## config.mk

```make
export PLATFORM = sky130hd
export DESIGN_NAME = mem_access_unit
export DESIGN_NICKNAME = d
export VERILOG_FILES = /design/src/rtl/mem_access_unit.sv
export SDC_FILE = /design/constraint.sdc
export NUM_CORES = 1
export LEC_CHECK = 0
export ABC_AREA = 1
export BUFFER_PORTS_ARGS = -buffer_cell sky130_fd_sc_hd__buf_2
export CAP_MARGIN = 10
export CORE_AREA = 4 4 108 110
export CTS_CLUSTER_SIZE = 12
export DETAILED_ROUTE_END_ITERATION = 10
export DIE_AREA = 0 0 112 114
export GPL_ROUTABILITY_DRIVEN = 0
export GPL_TIMING_DRIVEN = 0
export PLACE_DENSITY = 0.76
export SETUP_SLACK_MARGIN = 0.5
export SLEW_MARGIN = 5
export SYNTH_ARGS = -nofsm -noshare
export SYNTH_HDL_FRONTEND = slang
export SYNTH_SLANG_ARGS = --single-unit
```

## constraint.sdc

```tcl
create_clock -name clk -period 1.75 [get_ports clk]
set_input_delay 0.0875 -clock clk [delete_from_list [all_inputs] [get_ports clk]]
set_output_delay 0.0875 -clock clk [all_outputs]
set_load 0.02 [all_outputs]
```

## src/rtl/mem_access_unit.sv

```systemverilog
// -----------------------------------------------------------------------------
// mem_access_unit
//
// Initiator side of the data-memory load/store path. Takes byte, halfword and
// word load/store requests from the core over a valid/ready handshake, drives
// a word-addressed 32-bit data memory, performs read-modify-write for
// sub-word stores, extracts and extends sub-word load data, and rejects
// misaligned, illegal-size or out-of-range accesses with an error response.
//
// Parameters:
//   ADDR_W        word-index width; the memory holds 2**ADDR_W 32-bit words.
//
// Ports:
//   clk           clock, all state updates on the rising edge
//   rst_n         asynchronous active-low reset
//   req_valid     core request present
//   req_ready     unit can accept a request (high only in IDLE)
//   req_we        1 = store, 0 = load
//   req_size      00 byte, 01 halfword, 10 word, 11 illegal
//   req_unsigned  load zero-extends when 1, sign-extends when 0
//   req_addr      byte address
//   req_wdata     store data, right-aligned
//   resp_valid    one-cycle completion pulse (registered)
//   resp_err      qualifies resp_valid; the access was rejected
//   resp_rdata    load result; 0 for stores and errors
//   mem_read      memory read enable
//   mem_write     memory write enable
//   mem_addr      word index; bits above ADDR_W-1 are always 0
//   mem_wdata     memory write data
//   mem_rdata     memory read data, combinational in the mem_read cycle
//
// Optional feature (macro MEM_ACCESS_PERF_CNT_EN):
//   ld_count      successful load responses, saturating at 16'hFFFF
//   st_count      successful store responses, saturating at 16'hFFFF
//   err_count     error responses, saturating at 16'hFFFF
//   Without the macro these ports and counters are absent.
// -----------------------------------------------------------------------------
module mem_access_unit #(
    parameter int ADDR_W = 6
) (
    input  logic        clk,
    input  logic        rst_n,
    input  logic        req_valid,
    output logic        req_ready,
    input  logic        req_we,
    input  logic [1:0]  req_size,
    input  logic        req_unsigned,
    input  logic [31:0] req_addr,
    input  logic [31:0] req_wdata,
    output logic        resp_valid,
    output logic        resp_err,
    output logic [31:0] resp_rdata,
    output logic        mem_read,
    output logic        mem_write,
    output logic [31:0] mem_addr,
    output logic [31:0] mem_wdata,
    input  logic [31:0] mem_rdata
`ifdef MEM_ACCESS_PERF_CNT_EN
    ,
    output logic [15:0] ld_count,
    output logic [15:0] st_count,
    output logic [15:0] err_count
`endif
);

    localparam logic [2:0] S_IDLE     = 3'd0;
    localparam logic [2:0] S_RD       = 3'd1;
    localparam logic [2:0] S_RMW_RD   = 3'd2;
    localparam logic [2:0] S_WR       = 3'd3;
    localparam logic [2:0] S_RESP     = 3'd4;
    localparam logic [2:0] S_RESP_ERR = 3'd5;

    localparam logic [1:0] SZ_BYTE = 2'b00;
    localparam logic [1:0] SZ_HALF = 2'b01;
    localparam logic [1:0] SZ_WORD = 2'b10;

    // -------------------------------------------------------------------------
    // State and latched request
    // -------------------------------------------------------------------------
    logic [2:0]        state_q,      state_d;
    logic              we_q,         we_d;
    logic [1:0]        size_q,       size_d;
    logic              uns_q,        uns_d;
    logic [1:0]        lane_q,       lane_d;
    logic [ADDR_W-1:0] widx_q,       widx_d;
    // Holds the raw store data after accept, then the merged word after the
    // read phase of a read-modify-write.
    logic [31:0]       wdata_q,      wdata_d;
    logic              resp_valid_q, resp_valid_d;
    logic              resp_err_q,   resp_err_d;
    logic [31:0]       resp_rdata_q, resp_rdata_d;

    // -------------------------------------------------------------------------
    // Helper functions
    // -------------------------------------------------------------------------

    // Rejects illegal sizes, misalignment, and any address bit beyond the
    // memory's byte range.
    function automatic logic access_error(input logic [1:0]  size,
                                          input logic [31:0] addr);
        logic err;
        case (size)
            SZ_BYTE: err = 1'b0;
            SZ_HALF: err = addr[0];
            SZ_WORD: err = |addr[1:0];
            default: err = 1'b1;
        endcase
        if ((addr >> (ADDR_W + 2)) != 32'd0) begin
            err = 1'b1;
        end
        return err;
    endfunction

    // Selects the addressed little-endian lane and extends it to 32 bits.
    function automatic logic [31:0] load_extract(input logic [31:0] word,
                                                 input logic [1:0]  lane,
                                                 input logic [1:0]  size,
                                                 input logic        uns);
        logic [31:0] bsh;
        logic [31:0] hsh;
        logic [31:0] res;
        bsh = word >> {lane, 3'b000};
        hsh = word >> {lane[1], 4'b0000};
        case (size)
            SZ_BYTE: res = uns ? {24'd0, bsh[7:0]}
                               : {{24{bsh[7]}}, bsh[7:0]};
            SZ_HALF: res = uns ? {16'd0, hsh[15:0]}
                               : {{16{hsh[15]}}, hsh[15:0]};
            default: res = word;
        endcase
        return res;
    endfunction

    // Replaces the addressed byte or halfword lane of the old word with the
    // low bits of the store data; other lanes are preserved.
    function automatic logic [31:0] store_merge(input logic [31:0] old,
                                                input logic [31:0] data,
                                                input logic [1:0]  lane,
                                                input logic [1:0]  size);
        logic [31:0] mask;
        logic [31:0] ins;
        if (size == SZ_BYTE) begin
            mask = 32'h0000_00FF << {lane, 3'b000};
            ins  = {24'd0, data[7:0]} << {lane, 3'b000};
        end else begin
            mask = 32'h0000_FFFF << {lane[1], 4'b0000};
            ins  = {16'd0, data[15:0]} << {lane[1], 4'b0000};
        end
        return (old & ~mask) | (ins & mask);
    endfunction

    // -------------------------------------------------------------------------
    // Next-state logic
    // -------------------------------------------------------------------------
    always_comb begin
        state_d      = state_q;
        we_d         = we_q;
        size_d       = size_q;
        uns_d        = uns_q;
        lane_d       = lane_q;
        widx_d       = widx_q;
        wdata_d      = wdata_q;
        resp_rdata_d = 32'd0;

        case (state_q)
            S_IDLE: begin
                if (req_valid) begin
                    we_d    = req_we;
                    size_d  = req_size;
                    uns_d   = req_unsigned;
                    lane_d  = req_addr[1:0];
                    widx_d  = req_addr[ADDR_W+1:2];
                    wdata_d = req_wdata;
                    if (access_error(req_size, req_addr)) begin
                        state_d = S_RESP_ERR;
                    end else if (!req_we) begin
                        state_d = S_RD;
                    end else if (req_size == SZ_WORD) begin
                        state_d = S_WR;
                    end else begin
                        state_d = S_RMW_RD;
                    end
                end
            end
            S_RD: begin
                resp_rdata_d = load_extract(mem_rdata, lane_q, size_q, uns_q);
                state_d      = S_RESP;
            end
            S_RMW_RD: begin
                wdata_d = store_merge(mem_rdata, wdata_q, lane_q, size_q);
                state_d = S_WR;
            end
            S_WR: begin
                state_d = S_RESP;
            end
            S_RESP, S_RESP_ERR: begin
                state_d = S_IDLE;
            end
            default: begin
                state_d = S_IDLE;
            end
        endcase

        // Response registers are loaded on the edge entering a response
        // state, so they are high exactly for that one cycle.
        resp_valid_d = (state_d == S_RESP) || (state_d == S_RESP_ERR);
        resp_err_d   = (state_d == S_RESP_ERR);
    end

    // -------------------------------------------------------------------------
    // Registers
    // -------------------------------------------------------------------------
    always_ff @(posedge clk or negedge rst_n) begin
        if (!rst_n) begin
            state_q      <= S_IDLE;
            we_q         <= 1'b0;
            size_q       <= 2'b00;
            uns_q        <= 1'b0;
            lane_q       <= 2'b00;
            widx_q       <= '0;
            wdata_q      <= 32'd0;
            resp_valid_q <= 1'b0;
            resp_err_q   <= 1'b0;
            resp_rdata_q <= 32'd0;
        end else begin
            state_q      <= state_d;
            we_q         <= we_d;
            size_q       <= size_d;
            uns_q        <= uns_d;
            lane_q       <= lane_d;
            widx_q       <= widx_d;
            wdata_q      <= wdata_d;
            resp_valid_q <= resp_valid_d;
            resp_err_q   <= resp_err_d;
            resp_rdata_q <= resp_rdata_d;
        end
    end

    // -------------------------------------------------------------------------
    // Outputs
    // -------------------------------------------------------------------------
    // Memory strobes decode directly from the state register so that an
    // asynchronous reset removes mem_write before the next edge.
    assign req_ready  = (state_q == S_IDLE);
    assign mem_read   = (state_q == S_RD) || (state_q == S_RMW_RD);
    assign mem_write  = (state_q == S_WR);
    assign mem_addr   = (mem_read || mem_write) ? {{(32-ADDR_W){1'b0}}, widx_q}
                                                : 32'd0;
    assign mem_wdata  = mem_write ? wdata_q : 32'd0;
    assign resp_valid = resp_valid_q;
    assign resp_err   = resp_err_q;
    assign resp_rdata = resp_rdata_q;

`ifdef MEM_ACCESS_PERF_CNT_EN
    // -------------------------------------------------------------------------
    // Performance counters
    // -------------------------------------------------------------------------
    logic [15:0] ld_cnt_q,  ld_cnt_d;
    logic [15:0] st_cnt_q,  st_cnt_d;
    logic [15:0] err_cnt_q, err_cnt_d;

    function automatic logic [15:0] sat_inc(input logic [15:0] v);
        return (v == 16'hFFFF) ? v : v + 16'd1;
    endfunction

    // Each counter steps on the edge that ends its response cycle.
    always_comb begin
        ld_cnt_d  = ld_cnt_q;
        st_cnt_d  = st_cnt_q;
        err_cnt_d = err_cnt_q;
        if (state_q == S_RESP) begin
            if (we_q) begin
                st_cnt_d = sat_inc(st_cnt_q);
            end else begin
                ld_cnt_d = sat_inc(ld_cnt_q);
            end
        end else if (state_q == S_RESP_ERR) begin
            err_cnt_d = sat_inc(err_cnt_q);
        end
    end

    always_ff @(posedge clk or negedge rst_n) begin
        if (!rst_n) begin
            ld_cnt_q  <= 16'd0;
            st_cnt_q  <= 16'd0;
            err_cnt_q <= 16'd0;
        end else begin
            ld_cnt_q  <= ld_cnt_d;
            st_cnt_q  <= st_cnt_d;
            err_cnt_q <= err_cnt_d;
        end
    end

    assign ld_count  = ld_cnt_q;
    assign st_count  = st_cnt_q;
    assign err_count = err_cnt_q;
`endif

endmodule

```

-- Word level (Yosys, flattened, before mapping)
Index checks and enable logic that the tools add are counted.
- word-level logic and storage cells: 61
- bits of input ports: 103
- flip-flop bits (word level): 80
- output and inout bits: 101
- shifts and indexed selects: 6
- multiplexer cells: 21
- equality and inequality tests: 9
- reduce and logical (&&, ||, !) cells: 12
- bitwise gates (word level): 4
- operator list (operator ; number):
    32-bit two-way mux ; 9
    32-bit case mux with 2 select lines ; 2
    32-bit AND ; 2
    32-bit NOT ; 1
    32-bit bitwise OR ; 1
    32-bit nonzero test ; 1
    16-bit by 5-bit left shift with 32-bit output ; 1
    16-bit by 5-bit left shift with 32-bit output (first input constant) ; 1
    8-bit by 5-bit left shift with 32-bit output ; 1
    8-bit by 5-bit left shift with 32-bit output (first input constant) ; 1
    32-bit by 5-bit >> shifter with 16-bit output ; 1
    32-bit by 5-bit >> shifter with 8-bit output ; 1
    3-bit case mux with 3 select lines ; 1
    3-bit by 2-bit equality test with 1-bit output (second input constant) ; 2
    3-bit equality test (second input constant) ; 2
    3-bit two-way mux ; 2
    6-bit two-way mux ; 1
    2-bit by 1-bit equality test with 1-bit output (second input constant) ; 2
    2-bit zero test ; 2
    1-bit two-way mux ; 4
    2-bit AND reduction ; 2
    2-bit OR reduction ; 2
    3-bit by 1-bit equality test with 1-bit output (second input constant) ; 1
    3-bit zero test ; 1
    other kinds (6) ; 8

-- Longest topological paths before layout
Gate-level depths: netlist of the first run.
- depth after elaboration: 10
- mapped depth: 11
- depth with buffers taken out: 9

-- Least setup slack after synthesis of the first run
No wires, ideal clock.
- path type: reg-to-output
- start: register state_q[2]
- end: output mem_wdata[10]
- required time: 1.662 ns
- data arrival time: 1.518 ns
- setup slack: 0.145 ns
- stages on the path, launching flop included: 7
- path through: dfrtp_1 inv_1 nand2_1 nor2_1 inv_1 clkbuf_1 nor2_1
- cells in the longest elaborated chain, start to end: 2
- ends and longest elaborated chain (element ; RTL line ; source):
    from (decl) ; 80 ; logic [2:0] state_q, state_d;
    from (signal assigned) ; 226 ; state_q <= state_d;
    3-bit by 2-bit equality test with 1-bit output ; 246 ; assign mem_write = (state_q == S_WR);
    named net mem_write ; 54 ; output logic mem_write,
    32-bit two-way mux ; 249 ; assign mem_wdata = mem_write ? wdata_q : 32'd0;
    to (decl) ; 56 ; output logic [31:0] mem_wdata,
The timed path passes the listed nets, and every way through them passes these cells.

-- Worst setup path in the final report of the first run
- start: register state_q[2]
- end: output mem_wdata[8]
- cells in the longest elaborated chain, start to end: 2
- ends and longest elaborated chain (element ; RTL line):
    3-bit by 2-bit equality test with 1-bit output ; 246
    32-bit two-way mux ; 249
Every way passes these cells.

==> results of run 1 <==
[worst paths after layout]
check	start	endpoint	cells past startpoint	slack, ps
worst max-delay path	state_q[2]	mem_wdata[8]	7	20
worst min register to register	widx_q[1]	widx_q[1]	2	560
worst min-delay path	mem_rdata[20]	resp_rdata[20]	3	-1
max in group asynchronous	rst_n	lane_q[1]	3	920
worst max register to register	state_q[0]	wdata_q[30]	11	40
min in group asynchronous	rst_n	wdata_q[20]	2	210
[worst register-to-register path: stages (launching register included)]
cell,delay [ps]
dfrtp_1,430
buf_6,140
nor2_4,120
buf_6,130
nand2_4,50
nor2_4,100
buf_6,140
buf_12,110
inv_8,40
clkbuf_16,160
o21ai_4,130
a21boi_2,70
[cell type report]
cell class / instances / share of cell area (%)
Inverter: 83 / 4.14
Clock buffer: 11 / 1.80
Multi-Input combinational cell: 505 / 37.4
Sequential cell: 80 / 23.8
Tap cell: 140 / 2.08
Buffer: 54 / 6.31
Timing Repair Buffer: 262 / 23.7
Clock inverter: 5 / 0.744
[power groups by stage]
stage	logic [W]	clock network, W	registers, W
after floorplan	0.00318	0	0.00314
after global placement	0.00459	0	0.00294
after detailed placement	0.00466	0	0.00295
after CTS	0.00621	0.00149	0.00293
after global routing	0.00801	0.00157	0.00306
final	0.00757	0.00151	0.00300
[state kept, by name (all words and copies together) (netlist names)]
signal      cells
resp_rdata     32
wdata_q        32
widx_q          6
state_q         3
lane_q          2
size_q          2
resp_err        1
resp_valid      1
uns_q           1
[what timing repair did]
| action | in CTS | in global routing |
|---|---|---|
| endpoints found under the hold margin | 48 | 0 |
| endpoints found under the setup margin | 121 | 121 |
| setup buffers | 37 | 19 |
| cloned | 7 | 4 |
| gates resized for setup | 194 | 107 |
| pin swaps | 30 | 22 |
| hold buffers | 17 | 0 |
[placed cells by master, fill, tap and decap left out, types with 7 or more instances in the layout]
cell type        n
o21ai_0          8
buf_8           10
dlygate4sd3_1   17
nor2_2          11
inv_1           69
nand3_1         61
buf_12           7
a21oi_1          9
a21boi_2        13
nand3_2         10
buf_6           42
clkbuf_8        12
o21ai_1          8
nand2_2         10
dfrtp_1         78
nor2_4          53
o21ai_2         19
nor2_1          36
nand2_4         12
nand2_1        192
buf_4           85
o21ai_4         11
buf_2          139
conb_1          26
[logic make-up (layout without fill, tap and decap cells)]
group	after synthesis	after routing	synth area share [%]
buf+inv	137	415	13.4
other cells	1	26	0.0780
flops	80	80	41.6
compound gates	86	86	10.2
simple gates	393	393	34.7
[layer usage]
layer / wire length, um / vias to the layer above / track usage, % / part of all wire (%)
li1: - / 2730 / - / -
met1: 7380 / 2809 / 34.7 / 36
met2: 10200 / 465 / 48.4 / 49
met3: 2270 / 94 / 6.21 / 11
met4: 880 / 0 / 10.5 / 4.3
met5: 0 / - / 0 / 0
[metrics by stage]
stage	setup slack [ps]	total power (W)	instances
floorplan	394	0.00632	722
global placement	2.69	0.00753	1039
detailed placement	-30.6	0.00761	1040
CTS	94.6	0.0106	1117
global route	-33.4	0.0126	1140
finish	23.6	0.0121	1140
==> metrics.csv, run 1 <==
stage;metric;value;unit
critical_path;CP cell instances;inv_1, nand2_4, nor2_4, inv_6, clkbuf_16, nor2_4, buf_6;
power_and_ir_drop;Seq pwr share;24.9;%
synth;share of the synthesized area in the top cell type;41.6;%
detailed_routing;Initial DRT Pass Iterations;7;
global_route;first-pass GRT wire length;28500;um
cts;Worst-path clk slew;90;ps
placed_design;post-DP HPWL;12500;um
cells_and_area;post-layout util;78.6;%
critical_path;CP startpoint kind;flop;
cts;CTS sink count;80;
synth;syn_area_per_cell;6.90;sq um
power_and_ir_drop;sw frac;46.9;%
synth;fraction of registers with async set/reset;100;%
synth;Synth Register Bits;80;
synth;largest cells by area after synthesis;dfrtp_1, nand2_1, nand3_1;
synth;synth warn;0;
cts;Longest Clk Path Bufs;2;
min_path;Hold Path Class;in -> reg;
timing;final setup violating endpoints;0;
cts;root buffer cell;clkbuf_8;
critical_path;crit path max fanout;8;
detailed_routing;number of remaining DRC errors;0;
synth;Synth Flop Type;dfrtp_1;
synth;cell with the most instances after synthesis;nand2_1;
die;# IOs;204;
timing;hold slack;-1.20;ps
cells_and_area;Multi-input gate area;3140;sq um
global_route;initial antenna violation count;0;
cts;clock buffer count from CTS;9;
critical_path;delay of the slowest cell on the worst path;380;ps
die;die span in y;114;um
timing;max-slew violation count;0;
timing;fin crit share;98.7;%
detailed_routing;ANT nets after route;0;
die;die area;12800;sq um
synth;sequential share of the synthesized area;41.6;%
timing;final hold violation count;2;
critical_path;worst path arrival time;1640;ps
timing;Max Fclk;579;MHz
cells_and_area;fill count;692;
cells_and_area;register area;2000;sq um
power_and_ir_drop;P_sw;0.00566;W
critical_path;WS Path Type;reg -> out;
cts;CTS tree;done;
global_route;Total Routing Usage GR;28.1;%
critical_path;Worst Path Required;1660;ps
placed_design;placed cell area;6370;sq um
die;Initial Util;45.0;%
timing;RSZ-0062 raised after global routing;yes;
die;Rows;38;
critical_path;Worst Path Buf+Inv;4;
critical_path;CP max stage cell;dfrtp_1;
critical_path;CP delay by family, top;buffers and inverters;
global_route;vias in the first global route;5791;
power_and_ir_drop;Leakage;4.55;nW
timing;clk_skew;18.8;ps
synth;synth cell count leaders;nand2_1, nor2_1, dfrtp_1;
detailed_routing;Post-Route WL;20700;um
cells_and_area;Final Cell Area;8410;sq um
timing;Tightest Pin Transition;557;ps
detailed_routing;WL/cell;18.2;um
detailed_routing;drt first-iter violations;590;
timing;Worst slew margin;62.7;%
synth;number of synthesized flops with an enable pin;0;
run_status;status;finished, violations left;
cells_and_area;Layout Nets;1098;
cts;H-tree depth;3;
run_status;failing checks;hold timing;
detailed_routing;Via density;5.35;
power_and_ir_drop;maximum VDD drop;0.938;mV
power_and_ir_drop;Clock power frac;12.5;%
synth;Synth area leader;dfrtp_1;
power_and_ir_drop;P_int;0.00641;W
timing;min Tclk post-route;1730;ps
cells_and_area;share of cells above drive strength 1;48.5;%
synth;Syn Std Cell Area;4810;sq um
cells_and_area;area delta synth->final;74.8;%
placed_design;port bufs;177;
cts;clk_lat worst skew;380;ps
die;core area;10700;sq um
synth;post-synth cell types;28;
cells_and_area;ANT cells;0;
power_and_ir_drop;Gate power share;62.6;%
power_and_ir_drop;Power per Cell Area;1440;nW/um^2
global_route;Remaining Overflow, GRT;0;
critical_path;Most common cell on crit path;nor2_4;
timing;Setup Total Neg Slack;0;ps
global_route;pin count of the biggest net entering global routing;49;
flow_run;# Max-Cap Violations;0;
critical_path;CP endpoint kind;output pin;
synth;Cells after Synth;697;
die;Die Width;112;um
detailed_routing;via count;6098;
No activity file was read; power rests on OpenSTA's default activity.
==> run 2, diff against run 1 <==
--- a/config.mk
+++ b/config.mk
@@ -15,7 +15,6 @@
 export GPL_ROUTABILITY_DRIVEN = 0
 export GPL_TIMING_DRIVEN = 0
 export PLACE_DENSITY = 0.76
-export SETUP_SLACK_MARGIN = 0.5
 export SLEW_MARGIN = 5
 export SYNTH_ARGS = -nofsm -noshare
 export SYNTH_HDL_FRONTEND = slang
==> run 2 against run 1 <==
Net effect:
- the run now ends clean
- wire length fell by 23%
- clock power barely moved
- critical path depth did not move
- global-route usage fell by 3.1 points
- via count fell by 13%
- setup slack improved by 23 ps
- clock-buffer cell count fell by 1
- first-iteration DRC count fell by 27%
- fmax rose by 1.3%
- worst hold slack improved by 5.2 ps
- register-to-register slack improved by 20 ps
- sequential power fell by 3%
==> metrics.csv, run 2 (synthesized netlist as in run 1, its figures left out) <==
stage;metric;value;unit
cells_and_area;ANT cells;0;
timing;clk_skew;11.9;ps
detailed_routing;Post-Route WL;16000;um
global_route;vias in the first global route;5090;
detailed_routing;number of remaining DRC errors;0;
min_path;Hold Path Class;in -> reg;
critical_path;worst path arrival time;1620;ps
cells_and_area;most common cell after layout, fill and taps aside;nand2_1;
cells_and_area;Layout Cells excl Fill;1075;
die;Rows;38;
global_route;first-pass GRT wire length;25600;um
timing;Max Fclk;587;MHz
timing;fin crit share;97.4;%
critical_path;Worst Path Required;1660;ps
detailed_routing;Initial DRT Pass Iterations;5;
die;Initial Util;45.0;%
critical_path;Worst R2R Setup Slack;60;ps
die;Die Width;112;um
timing;post-route worst setup slack;46.3;ps
critical_path;Worst Reg2Reg Path Length in Cells;8;
global_route;pin count of the biggest net entering global routing;51;
critical_path;crit path launch;state_q[2];
run_status;status;finished, final reports clean;
cts;Longest Clk Path Bufs;2;
cells_and_area;Layout Nets;1034;
timing;RSZ-0062 raised after global routing;yes;
cells_and_area;most frequent cells in the layout;nand2_1, buf_2, dfrtp_1;
cts;CTS tree;done;
detailed_routing;drt first-iter violations;432;
placed_design;placed cells;1040;
critical_path;CP startpoint kind;flop;
die;die area;12800;sq um
min_path;Hold EP;resp_rdata[16];
power_and_ir_drop;Power per Cell Area;1360;nW/um^2
critical_path;Worst R2R End;wdata_q[15];
cts;CTS sink count;80;
placed_design;port bufs;177;
timing;Worst slew margin;60.9;%
timing;final hold violation count;0;
timing;max-slew violation count;0;
detailed_routing;Via density;4.93;
critical_path;CP endpoint kind;output pin;
timing;min Tclk post-route;1700;ps
timing;final setup violating endpoints;0;
cells_and_area;share of cells above drive strength 1;31.6;%
critical_path;crit path max fanout;10;
cts;root buffer cell;clkbuf_8;
placed_design;post-DP HPWL;12200;um
cts;clk_lat worst skew;360;ps
cells_and_area;Final Cell Area;6570;sq um
detailed_routing;via count;5300;
die;core area;10700;sq um
cts;H-tree depth;3;
power_and_ir_drop;Leakage;3.87;nW
cells_and_area;area delta synth->final;36.6;%
die;# IOs;204;
detailed_routing;ANT nets after route;0;
timing;Tightest Pin Transition;585;ps
placed_design;dpl ws;-32.5;ps
min_path;worst hold start;mem_rdata[16];
placed_design;placed cell area;5990;sq um
global_route;initial antenna violation count;0;
min_path;hold depth;3;
critical_path;RR Startpoint;state_q[0];
global_route;Total Routing Usage GR;25.0;%
global_route;Remaining Overflow, GRT;0;
detailed_routing;WL/cell;14.9;um
cts;clock buffer count from CTS;9;
cts;Worst-path clk slew;90;ps
timing;hold slack;3.99;ps
die;die span in y;114;um
power_and_ir_drop;Total Power;0.00895;W
power_and_ir_drop;maximum VDD drop;0.608;mV
critical_path;WS Path Type;reg -> out;
flow_run;# Max-Cap Violations;0;
[run 2: what timing repair did]
action                     in CTS  in global routing
setup endpoints to repair      39                 59
resized for setup              20                 51
buffers inserted                3                  1
hold buffers                   16                  0
hold endpoints to repair       45                  0
pin swaps                       2                  2
[run 2: worst max-delay path by stage]
stage,endpoint,slack (ps)
after floorplan,mem_wdata[10],140
after global placement,resp_rdata[22],-20
after detailed placement,mem_wdata[11],-30
after CTS,mem_wdata[27],4
after global routing,wdata_q[15],-20
final,mem_wdata[6],50
[run 2: layout make-up]
type | instances | area, sq um
buffer | 54 | 364
sequential | 80 | 2000
multi-input combinational | 505 | 2320
clock buffer | 10 | 128
clock inverter | 5 | 81.3
tap | 140 | 175
timing repair buffer | 198 | 1190
inverter | 83 | 312
fill | 1002 | 4130
[run 2: layer usage]
metal	vias up	GRT usage (%)	share of wire, %
met5	-	0	0
li1	2584	-	-
met4	0	8.25	2.9
met2	255	40.8	47
met1	2423	33.7	42
met3	38	4.83	7.7
[run 2: report_power, final]
part,total (W),switching (W),internal [W]
clock,0.00151,0.000712,0.000799
sequential,0.00291,0.000358,0.00255
combinational,0.00453,0.00304,0.00149
total,0.00895,0.00411,0.00484
[run 2: worst max-delay path, cell delays in order (launching register included)]
cell and delay (ps):
dfrtp_1 390, inv_1 70, nand2_2 90, nor2_4 140, inv_2 90, clkbuf_8 190, nor2_2 140, buf_6 140
[run 2: metrics by stage]
stage	setup TNS [ps]	utilization [%]
after CTS	0	60.3
after global routing	-162	61.4
after detailed placement	-115	56.0
after floorplan	0	-
after global placement	-1120	55.8
final	0	61.4
==> run 3, diff against run 2 <==
--- a/config.mk
+++ b/config.mk
@@ -14,7 +14,8 @@
 export DIE_AREA = 0 0 112 114
 export GPL_ROUTABILITY_DRIVEN = 0
 export GPL_TIMING_DRIVEN = 0
-export PLACE_DENSITY = 0.76
+export HOLD_SLACK_MARGIN = 0.06
+export PLACE_DENSITY = 0.72
 export SLEW_MARGIN = 5
 export SYNTH_ARGS = -nofsm -noshare
 export SYNTH_HDL_FRONTEND = slang
==> run 3 against run 2 <==
Net effect:
- sequential share of layout area fell by 1.4 points
- non-clock buffer count rose by 29
- via count rose by 0.25%
- critical endpoint is now mem_addr[3]
- largest cell class unchanged
==> metrics.csv, run 3 (synthesized netlist as in run 1, its figures left out) <==
stage;metric;value;unit
detailed_routing;ANT nets after route;0;
die;Rows;38;
power_and_ir_drop;Clock power frac;19.2;%
power_and_ir_drop;Leakage;4.02;nW
power_and_ir_drop;Power per Cell Area;1350;nW/um^2
cells_and_area;most frequent cells in the layout;nand2_1, buf_2, dfrtp_1;
detailed_routing;number of remaining DRC errors;0;
die;die area;12800;sq um
cts;Worst-path clk slew;80;ps
critical_path;Most common cell on crit path;nor2_4;
power_and_ir_drop;maximum VDD drop;0.556;mV
critical_path;worst path arrival time;1630;ps
cells_and_area;fill count;1024;
cts;root buffer cell;clkbuf_8;
cells_and_area;share of cells above drive strength 1;30.5;%
detailed_routing;Post-Route WL;16000;um
timing;Max Fclk;581;MHz
power_and_ir_drop;P_int;0.00518;W
detailed_routing;WL/cell;14.5;um
power_and_ir_drop;Total Power;0.00930;W
power_and_ir_drop;Gate power share;49.3;%
die;die span in y;114;um
critical_path;CP max stage cell;dfrtp_1;
cts;clk_lat worst skew;370;ps
power_and_ir_drop;sw frac;44.3;%
global_route;first-pass GRT wire length;25500;um
cts;H-tree depth;3;
cts;CTS tree;done;
placed_design;post-DP HPWL;12300;um
placed_design;placed cell area;5990;sq um
detailed_routing;Initial DRT Pass Iterations;6;
global_route;vias in the first global route;5189;
global_route;Total Routing Usage GR;24.8;%
critical_path;WS Path Type;reg -> out;
timing;Worst slew margin;61.5;%
placed_design;port bufs;177;
die;core area;10700;sq um
timing;max-slew violation count;0;
timing;post-route worst setup slack;30.0;ps
critical_path;CP cell instances;inv_2, nand2_4, nor2_4, inv_4, nand2_2, nor2_4, nor2_1, buf_4;
critical_path;crit path max fanout;8;
detailed_routing;drt first-iter violations;392;
cells_and_area;Layout Nets;1063;
timing;clk_skew;12.3;ps
die;Initial Util;45.0;%
critical_path;CP startpoint kind;flop;
global_route;Remaining Overflow, GRT;0;
min_path;Hold Path Class;in -> reg;
cells_and_area;most common cell after layout, fill and taps aside;nand2_1;
timing;min Tclk post-route;1720;ps
timing;Tightest Pin Transition;576;ps
timing;final setup violating endpoints;0;
die;Die Width;112;um
timing;hold slack;53.9;ps
cells_and_area;ANT cells;0;
cts;clock buffer count from CTS;9;
timing;fin crit share;98.3;%
critical_path;delay of the slowest cell on the worst path;420;ps
cells_and_area;Final Cell Area;6900;sq um
detailed_routing;Via density;4.81;
critical_path;Worst Path Required;1660;ps
power_and_ir_drop;P_sw;0.00412;W
die;# IOs;204;
global_route;initial antenna violation count;0;
global_route;pin count of the biggest net entering global routing;43;
cells_and_area;area delta synth->final;43.5;%
run_status;status;finished, final reports clean;
cts;Longest Clk Path Bufs;2;
placed_design;dpl ws;-5.69;ps
timing;final hold violation count;0;
cts;CTS sink count;80;
detailed_routing;via count;5313;
power_and_ir_drop;Seq pwr share;31.5;%
flow_run;# Max-Cap Violations;0;
critical_path;CP endpoint kind;output pin;
run 3: cell types whose count changed in the layout (fill, tap and decap cells not counted), moves of 4 or more:
| cell | before | now |
|---|---|---|
| buf_2 | 163 | 167 |
| buf_4 | 53 | 49 |
| dlygate4sd3_1 | 16 | 45 |
| nor2_1 | 68 | 72 |
| nor2_2 | 28 | 20 |
| nor2_4 | 4 | 8 |
run 3: worst paths after layout:
check	slack (ps)	end	cells after the start	from
min	50	state_q[1]	5	req_we
max	30	mem_addr[3]	8	state_q[2]
min in group asynchronous	230	widx_q[5]	2	rst_n
max in group asynchronous	930	resp_rdata[26]	3	rst_n
min reg2reg	530	wdata_q[15]	2	wdata_q[15]
max reg2reg	100	wdata_q[10]	7	state_q[2]
run 3: layout make-up:
class	instances	area (sq um)	area share [%]
clock inverters	5	129	1.87
flip-flops and latches	80	2000	29.0
repair buffers	227	1440	20.8
multi-input cells	505	2340	33.9
clock buffers	10	128	1.85
inverters	83	318	4.60
plain buffers	54	369	5.35
well taps	140	175	2.54
run 3: per-stage QoR:
step                TNS (ps)  utilization, %  std cells
finish                     0            64.5       1104
global route            -115            64.5       1104
CTS                        0            63.5       1103
detailed placement     -5.69            56.0       1040
global placement           0            55.8       1039
floorplan                  0               -        722
run 3: layer usage:
metal  wire length (um)  global-route usage (%)  vias to the layer above
li1                   -                       -                     2638
met3               1340                    4.51                       50
met1               6700                    33.4                     2347
met4                612                    10.8                        0
met2               7390                    39.3                      278
met5                  0                       0                        -
run 3: repair_timing:
item / in CTS / in global routing
resized for setup: 29 / 39
endpoints found under the setup margin: 40 / 56
pin swaps: 2 / 2
endpoints found under the hold margin: 83 / 0
hold buffers: 45 / 0
setup buffers: 3 / 1
run 3: power by group through the flow:
| stage | Combinational [W] | Clock, W | Sequential (W) |
|---|---|---|---|
| 6_report | 0.00459 | 0.00179 | 0.00293 |
| 4_1_cts | 0.00441 | 0.00179 | 0.00291 |
| 3_5_place_dp | 0.00425 | 0 | 0.00294 |
| 3_3_place_gp | 0.00421 | 0 | 0.00293 |
| 5_1_grt | 0.00511 | 0.00187 | 0.00301 |
| 2_1_floorplan | 0.00283 | 0 | 0.00314 |
run 3: worst max-delay path: cells and delay by family (launching register included):
kind	cells	cell delay [ps]
flops	1	420
simple gates	5	510
buf+inv	3	340
